--- src/rtl/rv32_bus_pkg.sv ---
// Shared types and constants for the RV32 instruction/data bus arbiter.
//   state_t  : arbiter FSM states (IDLE, BUSY, RESP)
//   grant_t  : which requester owns the shared bus (INS, DAT)
//   TIMEOUT_CYCLES_DEFAULT : default BUSY-cycle budget before abandoning an access
//   TIMER_W  : width of the watchdog counter (limit range 1..65535)
package rv32_bus_pkg;

  typedef enum logic [1:0] {
    IDLE = 2'd0,
    BUSY = 2'd1,
    RESP = 2'd2
  } state_t;

  typedef enum logic {
    INS = 1'b0,
    DAT = 1'b1
  } grant_t;

  localparam int unsigned TIMEOUT_CYCLES_DEFAULT = 255;
  localparam int unsigned TIMER_W                = 16;

endpackage

--- src/rtl/rv32_bus_watchdog.sv ---
// Watchdog counter for a single outstanding bus access.
//   i_clk     : clock
//   i_rst     : synchronous active-high reset
//   i_clear   : zero the count (held while no access is in flight)
//   i_enable  : count one wait cycle
//   i_limit   : count value at which the access is considered abandoned
//   o_expired : count has reached i_limit
module rv32_bus_watchdog
  import rv32_bus_pkg::*;
(
  input  logic               i_clk,
  input  logic               i_rst,
  input  logic               i_clear,
  input  logic               i_enable,
  input  logic [TIMER_W-1:0] i_limit,
  output logic               o_expired
);

  logic [TIMER_W-1:0] count;

  // Holds at the limit so the counter can never wrap back below it.
  always_ff @(posedge i_clk) begin
    if (i_rst || i_clear) begin
      count <= '0;
    end else if (i_enable && !o_expired) begin
      count <= count + 1'b1;
    end
  end

  assign o_expired = (count == i_limit);

endmodule

--- src/rtl/rv32_bus_arbiter.sv ---
// Two-master arbiter (instruction fetch, load/store) onto one memory bus.
// One access in flight at a time: IDLE grants, BUSY drives the bus until the
// slave answers or the watchdog expires, RESP pulses the winner's ready.
//   i_clk, i_rst                       : clock, synchronous active-high reset
//   i_ins_valid/addr                   : fetch request
//   o_ins_ready/rdata/error            : fetch completion (data/error 0 unless ready)
//   i_dat_valid/addr/we/wdata/wstrb    : load/store request
//   o_dat_ready/rdata/error            : load/store completion
//   o_mem_valid/addr/we/wdata/wstrb    : shared bus request (payload 0 outside BUSY)
//   i_mem_ready/rdata/error            : shared bus response
module rv32_bus_arbiter
  import rv32_bus_pkg::*;
#(
  parameter int unsigned TIMEOUT_CYCLES = TIMEOUT_CYCLES_DEFAULT
) (
  input  logic        i_clk,
  input  logic        i_rst,
  input  logic        i_ins_valid,
  input  logic [31:0] i_ins_addr,
  output logic        o_ins_ready,
  output logic [31:0] o_ins_rdata,
  output logic        o_ins_error,
  input  logic        i_dat_valid,
  input  logic [31:0] i_dat_addr,
  input  logic        i_dat_we,
  input  logic [31:0] i_dat_wdata,
  input  logic [3:0]  i_dat_wstrb,
  output logic        o_dat_ready,
  output logic [31:0] o_dat_rdata,
  output logic        o_dat_error,
  output logic        o_mem_valid,
  output logic [31:0] o_mem_addr,
  output logic        o_mem_we,
  output logic [31:0] o_mem_wdata,
  output logic [3:0]  o_mem_wstrb,
  input  logic        i_mem_ready,
  input  logic [31:0] i_mem_rdata,
  input  logic        i_mem_error
);

  localparam logic [TIMER_W-1:0] LIMIT = TIMER_W'(TIMEOUT_CYCLES);

  state_t      state;
  grant_t      last_grant;
  logic [31:0] req_addr;
  logic        req_we;
  logic [31:0] req_wdata;
  logic [3:0]  req_wstrb;
  logic [31:0] rsp_rdata;
  logic        rsp_error;

  logic any_req;
  logic pick_dat;
  logic expired;
  logic in_busy;
  logic ins_done;
  logic dat_done;

  assign any_req = i_ins_valid | i_dat_valid;
  // On a tie the requester not granted last wins.
  assign pick_dat = i_dat_valid && (!i_ins_valid || (last_grant == INS));

  assign in_busy = (state == BUSY);

  rv32_bus_watchdog u_watchdog (
    .i_clk     (i_clk),
    .i_rst     (i_rst),
    .i_clear   (!in_busy),
    .i_enable  (in_busy && !i_mem_ready),
    .i_limit   (LIMIT),
    .o_expired (expired)
  );

  // last_grant doubles as the owner of the access in flight, since it is
  // updated on every grant.
  always_ff @(posedge i_clk) begin
    if (i_rst) begin
      state      <= IDLE;
      last_grant <= INS;
      req_addr   <= '0;
      req_we     <= 1'b0;
      req_wdata  <= '0;
      req_wstrb  <= '0;
      rsp_rdata  <= '0;
      rsp_error  <= 1'b0;
    end else begin
      case (state)
        IDLE: begin
          if (any_req) begin
            state      <= BUSY;
            last_grant <= pick_dat ? DAT : INS;
            req_addr   <= pick_dat ? i_dat_addr : i_ins_addr;
            req_we     <= pick_dat & i_dat_we;
            req_wdata  <= pick_dat ? i_dat_wdata : '0;
            req_wstrb  <= pick_dat ? i_dat_wstrb : '0;
          end
        end
        BUSY: begin
          // A slave answer on the expiry cycle still counts.
          if (i_mem_ready) begin
            state     <= RESP;
            rsp_rdata <= i_mem_rdata;
            rsp_error <= i_mem_error;
          end else if (expired) begin
            state     <= RESP;
            rsp_rdata <= '0;
            rsp_error <= 1'b1;
          end
        end
        RESP: begin
          state <= IDLE;
        end
        default: begin
          state <= IDLE;
        end
      endcase
    end
  end

  assign o_mem_valid = in_busy;
  assign o_mem_addr  = in_busy ? req_addr  : '0;
  assign o_mem_we    = in_busy & req_we;
  assign o_mem_wdata = in_busy ? req_wdata : '0;
  assign o_mem_wstrb = in_busy ? req_wstrb : '0;

  assign ins_done = (state == RESP) && (last_grant == INS);
  assign dat_done = (state == RESP) && (last_grant == DAT);

  assign o_ins_ready = ins_done;
  assign o_ins_rdata = ins_done ? rsp_rdata : '0;
  assign o_ins_error = ins_done & rsp_error;
  assign o_dat_ready = dat_done;
  assign o_dat_rdata = dat_done ? rsp_rdata : '0;
  assign o_dat_error = dat_done & rsp_error;

endmodule

--- config.mk ---
export PLATFORM = sky130hd
export DESIGN_NAME = rv32_bus_arbiter
export DESIGN_NICKNAME = d
export VERILOG_FILES = /design/src/rtl/rv32_bus_pkg.sv /design/src/rtl/rv32_bus_watchdog.sv /design/src/rtl/rv32_bus_arbiter.sv
export SDC_FILE = /design/constraint.sdc
export NUM_CORES = 1
export LEC_CHECK = 0
export CORE_UTILIZATION = 42
export CTS_BUF_LIST = sky130_fd_sc_hd__clkbuf_16
export CTS_CLUSTER_DIAMETER = 30
export DETAILED_ROUTE_END_ITERATION = 10
export GPL_ROUTABILITY_DRIVEN = 0
export PLACE_DENSITY = 0.81
export SLEW_MARGIN = 20
export SYNTH_ARGS = -nofsm -noshare
export SYNTH_HDL_FRONTEND = slang
export SYNTH_HIERARCHICAL = 1
export SYNTH_SLANG_ARGS = --single-unit
export TNS_END_PERCENT = 50
--- constraint.sdc ---
create_clock -name i_clk -period 2.8 [get_ports i_clk]
set_input_delay 0.56 -clock i_clk [delete_from_list [all_inputs] [get_ports i_clk]]
set_output_delay 0.56 -clock i_clk [all_outputs]
set_load 0.01 [all_outputs]
# After elaboration in Yosys (flattened, before gate mapping)
# Index checks and enable logic that the tools add are counted.
# totals
ff_bits	121
latch_bits	0
ramBits	0
romBits	0
output_inout_bits	138
elab_cells	54
memories	0
# classes
n_addsub	1
multipliers	0
div_mod_pow	0
order_cmp	0
n_eq_ne	5
n_shift	0
n_mux	17
bitwise	6
reduce_logical	16
# op_table
operator	n
$mux W32	8
$add A16 B1 Y16 const B	1
$eq A16 B8 Y1 const B	1
$mux W4	2
$mux W2	3
$reduce_and A2 Y1	3
$logic_and A1 B1 Y1	5
$and A1 B1 Y1	4
$logic_not A1 Y1	4
$pmux W2 S2	1
$mux W1	3
$ne A3 B2 Y1 const B	1
$eq A2 B1 Y1 const B	1
$eq A2 B2 Y1 const B	1
$logic_not A2 Y1	1
$logic_or A1 B1 Y1	2
$ne A2 B2 Y1 const B	1
$reduce_bool A2 Y1	1
$not A1 Y1	1
$or A1 B1 Y1	1

# Depth between registers and ports, before layout
# logic_depth
ltp_word	4
ltp_mapped	10
mapped_depth_nobuf	7

# Modules after synthesis
# Netlist, hierarchy kept.
# by_module_without_submodules
mod	n_inst	cells_each	area_per_inst_um2	seq_area_each_um2
rv32_bus_arbiter	1	584	5029.8	2102.0
rv32_bus_watchdog	1	119	996.0	320.3

# Least setup slack after synthesis
# No wires, ideal clock.
# synth_path
path_type	register -> register
from	reg state[1]
to	reg u_watchdog.count[11]
arrival_time_ns	1.902
t_required_ns	2.730
setup_slack_ns	0.828
stages_incl_launch_ff	9
n_path_buf	3
synth_period_minus_slack_ns	1.972
path_cell_list	dfxtp_1 -> nand2b_1 -> clkbuf_1 -> clkbuf_1 -> nor2_1 -> nand3_1 -> clkbuf_1 -> or4_1 -> a21oi_1
# synth_via
elab_chain_len	3
elab_cells_between_ends	5
# synth_lines
element	line_no	text
start: declaration	rv32_bus_arbiter.sv:43	state_t state;
start signal: assignment	rv32_bus_arbiter.sv:78	state <= IDLE;
start signal: assignment	rv32_bus_arbiter.sv:90	state <= BUSY;
start signal: assignment	rv32_bus_arbiter.sv:101	state <= RESP;
$eq A2 B1 Y1 (*)	rv32_bus_arbiter.sv:63	assign in_busy = (state == BUSY);
$logic_and A1 B1 Y1 or $logic_not A1 Y1 (tied branches)	rv32_bus_arbiter.sv:69, rv32_bus_arbiter.sv:68	
$logic_and A1 B1 Y1 or $logic_or A1 B1 Y1 (tied branches)	rv32_bus_watchdog.sv:25, rv32_bus_watchdog.sv:23	
end signal: assignment	rv32_bus_watchdog.sv:26	count <= count + 1'b1;
end: declaration	rv32_bus_watchdog.sv:19	logic [TIMER_W-1:0] count;
# Mark *: on every way between the ends. The rest lies on a longest branch, timed or not.
# A chain may end at the register's enable or synchronous reset.

# Worst setup path after layout
# layout_path
from	reg last_grant
to	out o_dat_rdata[11]
# layout_via
elab_chain_len	2
# layout_lines
element	line_no	text
start: declaration	rv32_bus_arbiter.sv:44	grant_t last_grant;
start signal: assignment	rv32_bus_arbiter.sv:91	last_grant <= pick_dat ? DAT : INS;
$logic_and A1 B1 Y1	rv32_bus_arbiter.sv:127	assign dat_done = (state == RESP) && (last_grant == DAT);
$mux W32	rv32_bus_arbiter.sv:133	assign o_dat_rdata = dat_done ? rsp_rdata : '0;
end: declaration	rv32_bus_arbiter.sv:29	output logic [31:0] o_dat_rdata,
# No other way between the ends.

==> flow_summary.toml <==
[synthesis]
ys.flop_type = "dfxtp_1"
synth_top_area_share_pct = 40.2
synth_largest_area_cell = "dfxtp_1"
syn_avg_cell_area_um2 = 8.57
synth_cell_types = 44
async_flop_share_pct = 0
yosysSeqAreaShare_pct = 40.2
synthCells = 703
netlist_area_um2 = 6030
yosysWarnings = 6
synth-edff-count = 0
ys_ff_latch = 121
synth.area.top_cells = "dfxtp_1 (40%), and2_1 (14%), a311oi_2 (7.5%), nand2_1 (6.7%), a21oi_1 (6.3%)"

[floorplanning]
dieArea_um2 = 14800
die_h_um = 122
num_rows = 43
core_um2 = 13900
ios = 277
die_w_um = 122
start_util_pct = 43.2

[detailed_routing]
finalWirelength_um = 18400
drt_pass1_iterations = 4
viasPerCell = 5.10
wl_per_cell_um = 15.8
drc = 0
drtAntennaViolNets = 0
drt_iter0_markers = 336
via_count = 5932

[grt]
grt_remaining_overflow = 0
antenna_found_initial = 0
grt_pass1_vias = 5773
grt_usage_pct = 25.2
grt_pass1_wl_um = 28700
grt_start_max_net_pins = 39

[critical_path]
max_stage_delay_ns = 0.55
rr_worst_depth = 6
cp-end-kind = "output pin"
r2r-end = "u_watchdog/count[11]$_SDFFE_PP0P_"
reg2reg_slack_ns = 0.53
start_kind = "register"
r2r-start = "state[1]$_SDFFE_PP0P_"
critPathMaxFanout = 34
cp_data_arrival_time_ns = 2.13
setup.worst_path.class = "reg -> out"
cp.required_ns = 2.24
worstPathCellList = "and3b_1 > buf_4 > and2_1 > clkdlybuf4s50_1"
cpMaxStageDelayCell = "clkdlybuf4s50_1"

[cts]
root_buffer = "clkbuf_16"
cts_buffer_depth = 2
tritoncts = "yes"
cts_htree_levels = 4
cts_num_sinks = 121
path_clk_slew_ns = 0.05
clk_latency_ns = 0.42
numCtsBuffers = 17
hold_buffers = 0

[sta]
worst_pin_slew_ns = 0.704
rsz0062_at_grt = "false"
hold_ws_ns = 0.466
slew_headroom_pct = 53.0
period_needed_ns = 2.69
final.setup.worst_slack_ns = 0.112
setup_viol_count_final = 0
min_period_over_period_pct = 96.0
slew_viol_final = 0
max_freq_mhz = 372
tns_ns = 0
finalClockSkew_ns = 0.00733
hold_viol_final = 0

[place]
port_buffers = 276
dpl_worst_slack_ns = 0.303
place_hpwl_um = 13000
place_inst = 1130

[power]
p_total_mw = 4.93
vdd_drop_max_mv = 0.370
leakage_nw = 3.60
powerDensity_nw_per_um2 = 516

[layout]
area_delta_synth_final_pct = 58.4
layout_common_cells = "clkdlybuf4s50_1 (275), and2_1 (136), dfxtp_1 (121)"
num_antenna_cells = 0
nNetsFinal = 1112
layout_commonest_cell = "clkdlybuf4s50_1"
drive_above_1_share_pct = 9.15
stdcell_count = 1164

[hold_path]
hp-class = "reg -> reg"
min_path_cells = 1
worstHoldStart = "req_wdata[2]$_SDFFE_PP0P_"
hold_end = "req_wdata[2]$_SDFFE_PP0P_"

[flow_run]
maxCapViolCount = 0

[run_status]
status = "finished, final reports clean"
==> sequential cells by signal (all words and copies together), names as in the netlist <==
| name | count |
|---|---|
| last_grant | 1 |
| u_watchdog/count | 16 |
| req_wdata | 32 |
| req_addr | 32 |
| req_wstrb | 4 |
| state | 2 |
| req_we | 1 |
| rsp_error | 1 |
| rsp_rdata | 32 |
==> synth_stat cells (all sizes together), types with 7 or more instances <==
library cell and n:
a21oi 77, a22o 37, a311oi 33, and2 137, buf 21, clkbuf 41
dfxtp 121, inv 9, nand2 107, nor2 7, o21ai 36, o31ai 8
or4 9, xor2 16
==> worst max-delay path, delay by kind of cell, from the launching register on <==
kind	cells	cell delay [ns]
AND/OR/NAND/NOR	2	0.39
flip-flops	1	0.49
buffers and inverters	2	0.82
==> power breakdown <==
group	switching, mW	total (mW)	leakage, nW	internal [mW]
clock	0.748	2.20	0.296	1.45
combinational	0.388	0.823	2.31	0.435
sequential	0.0636	1.90	0.991	1.84
==> area by class of cell <==
| cell class | instances | area [um2] |
|---|---|---|
| Timing Repair inverter | 1 | 5.00 |
| Clock buffer | 17 | 425 |
| Sequential cell | 121 | 2420 |
| Timing Repair Buffer | 297 | 2940 |
| Tap cell | 180 | 225 |
| Clock inverter | 14 | 166 |
| Fill cell | 1170 | 4390 |
| Multi-Input combinational cell | 525 | 3320 |
| Inverter | 9 | 37.5 |
==> kinds of logic after synthesis <==
kind of cell,share of synthesized area [%]
other,0.125
xor gates and xnor gates,2.33
buffers and inverters,5.94
DFF,40.2
adders and majority gates,0.208
muxes,0.166
and+or+nand+nor,25.8
AOI/OAI and AO/OA,25.2
==> through the flow <==
step / instance area, um2 / util, %
after floorplan: 6080 / -
after global placement: 8920 / 64.0
after detailed placement: 8920 / 64.0
after CTS: 9510 / 68.3
after global routing: 9540 / 68.5
final: 9540 / 68.5
==> metal layers <==
metal / global-route usage (%) / routed length, um / share of wire (%) / up-vias
li1: - / - / - / 2967
met1: 28.1 / 7510 / 41 / 2729
met2: 43.4 / 9170 / 50 / 206
met3: 8.10 / 1270 / 6.9 / 30
met4: 11.2 / 473 / 2.6 / 0
met5: 0 / 0 / 0 / -
==> how the worst max path moves through the flow <==
stage / slack, ns / cells after the start / to / from
final: 0.11 / 4 / o_dat_rdata[11] / last_grant$_SDFFE_PP0P_
after global routing: 0.01 / 4 / o_dat_rdata[11] / last_grant$_SDFFE_PP0P_
after CTS: 0.02 / 5 / o_mem_addr[18] / state[0]$_SDFFE_PP0P_
after detailed placement: 0.30 / 5 / u_watchdog/count[11]$_SDFFE_PP0P_ / i_mem_ready
after global placement: 0.35 / 5 / u_watchdog/count[11]$_SDFFE_PP0P_ / i_mem_ready
after floorplan: 0.83 / 8 / u_watchdog/count[11]$_SDFFE_PP0P_ / state[1]$_SDFFE_PP0P_
==> timing repair <==
action / CTS / global route
resized for setup: 0 / 2
setup endpoints to repair: 0 / 61
buffers inserted: 0 / 2
Note: power is estimated with default switching activity, not from simulation.
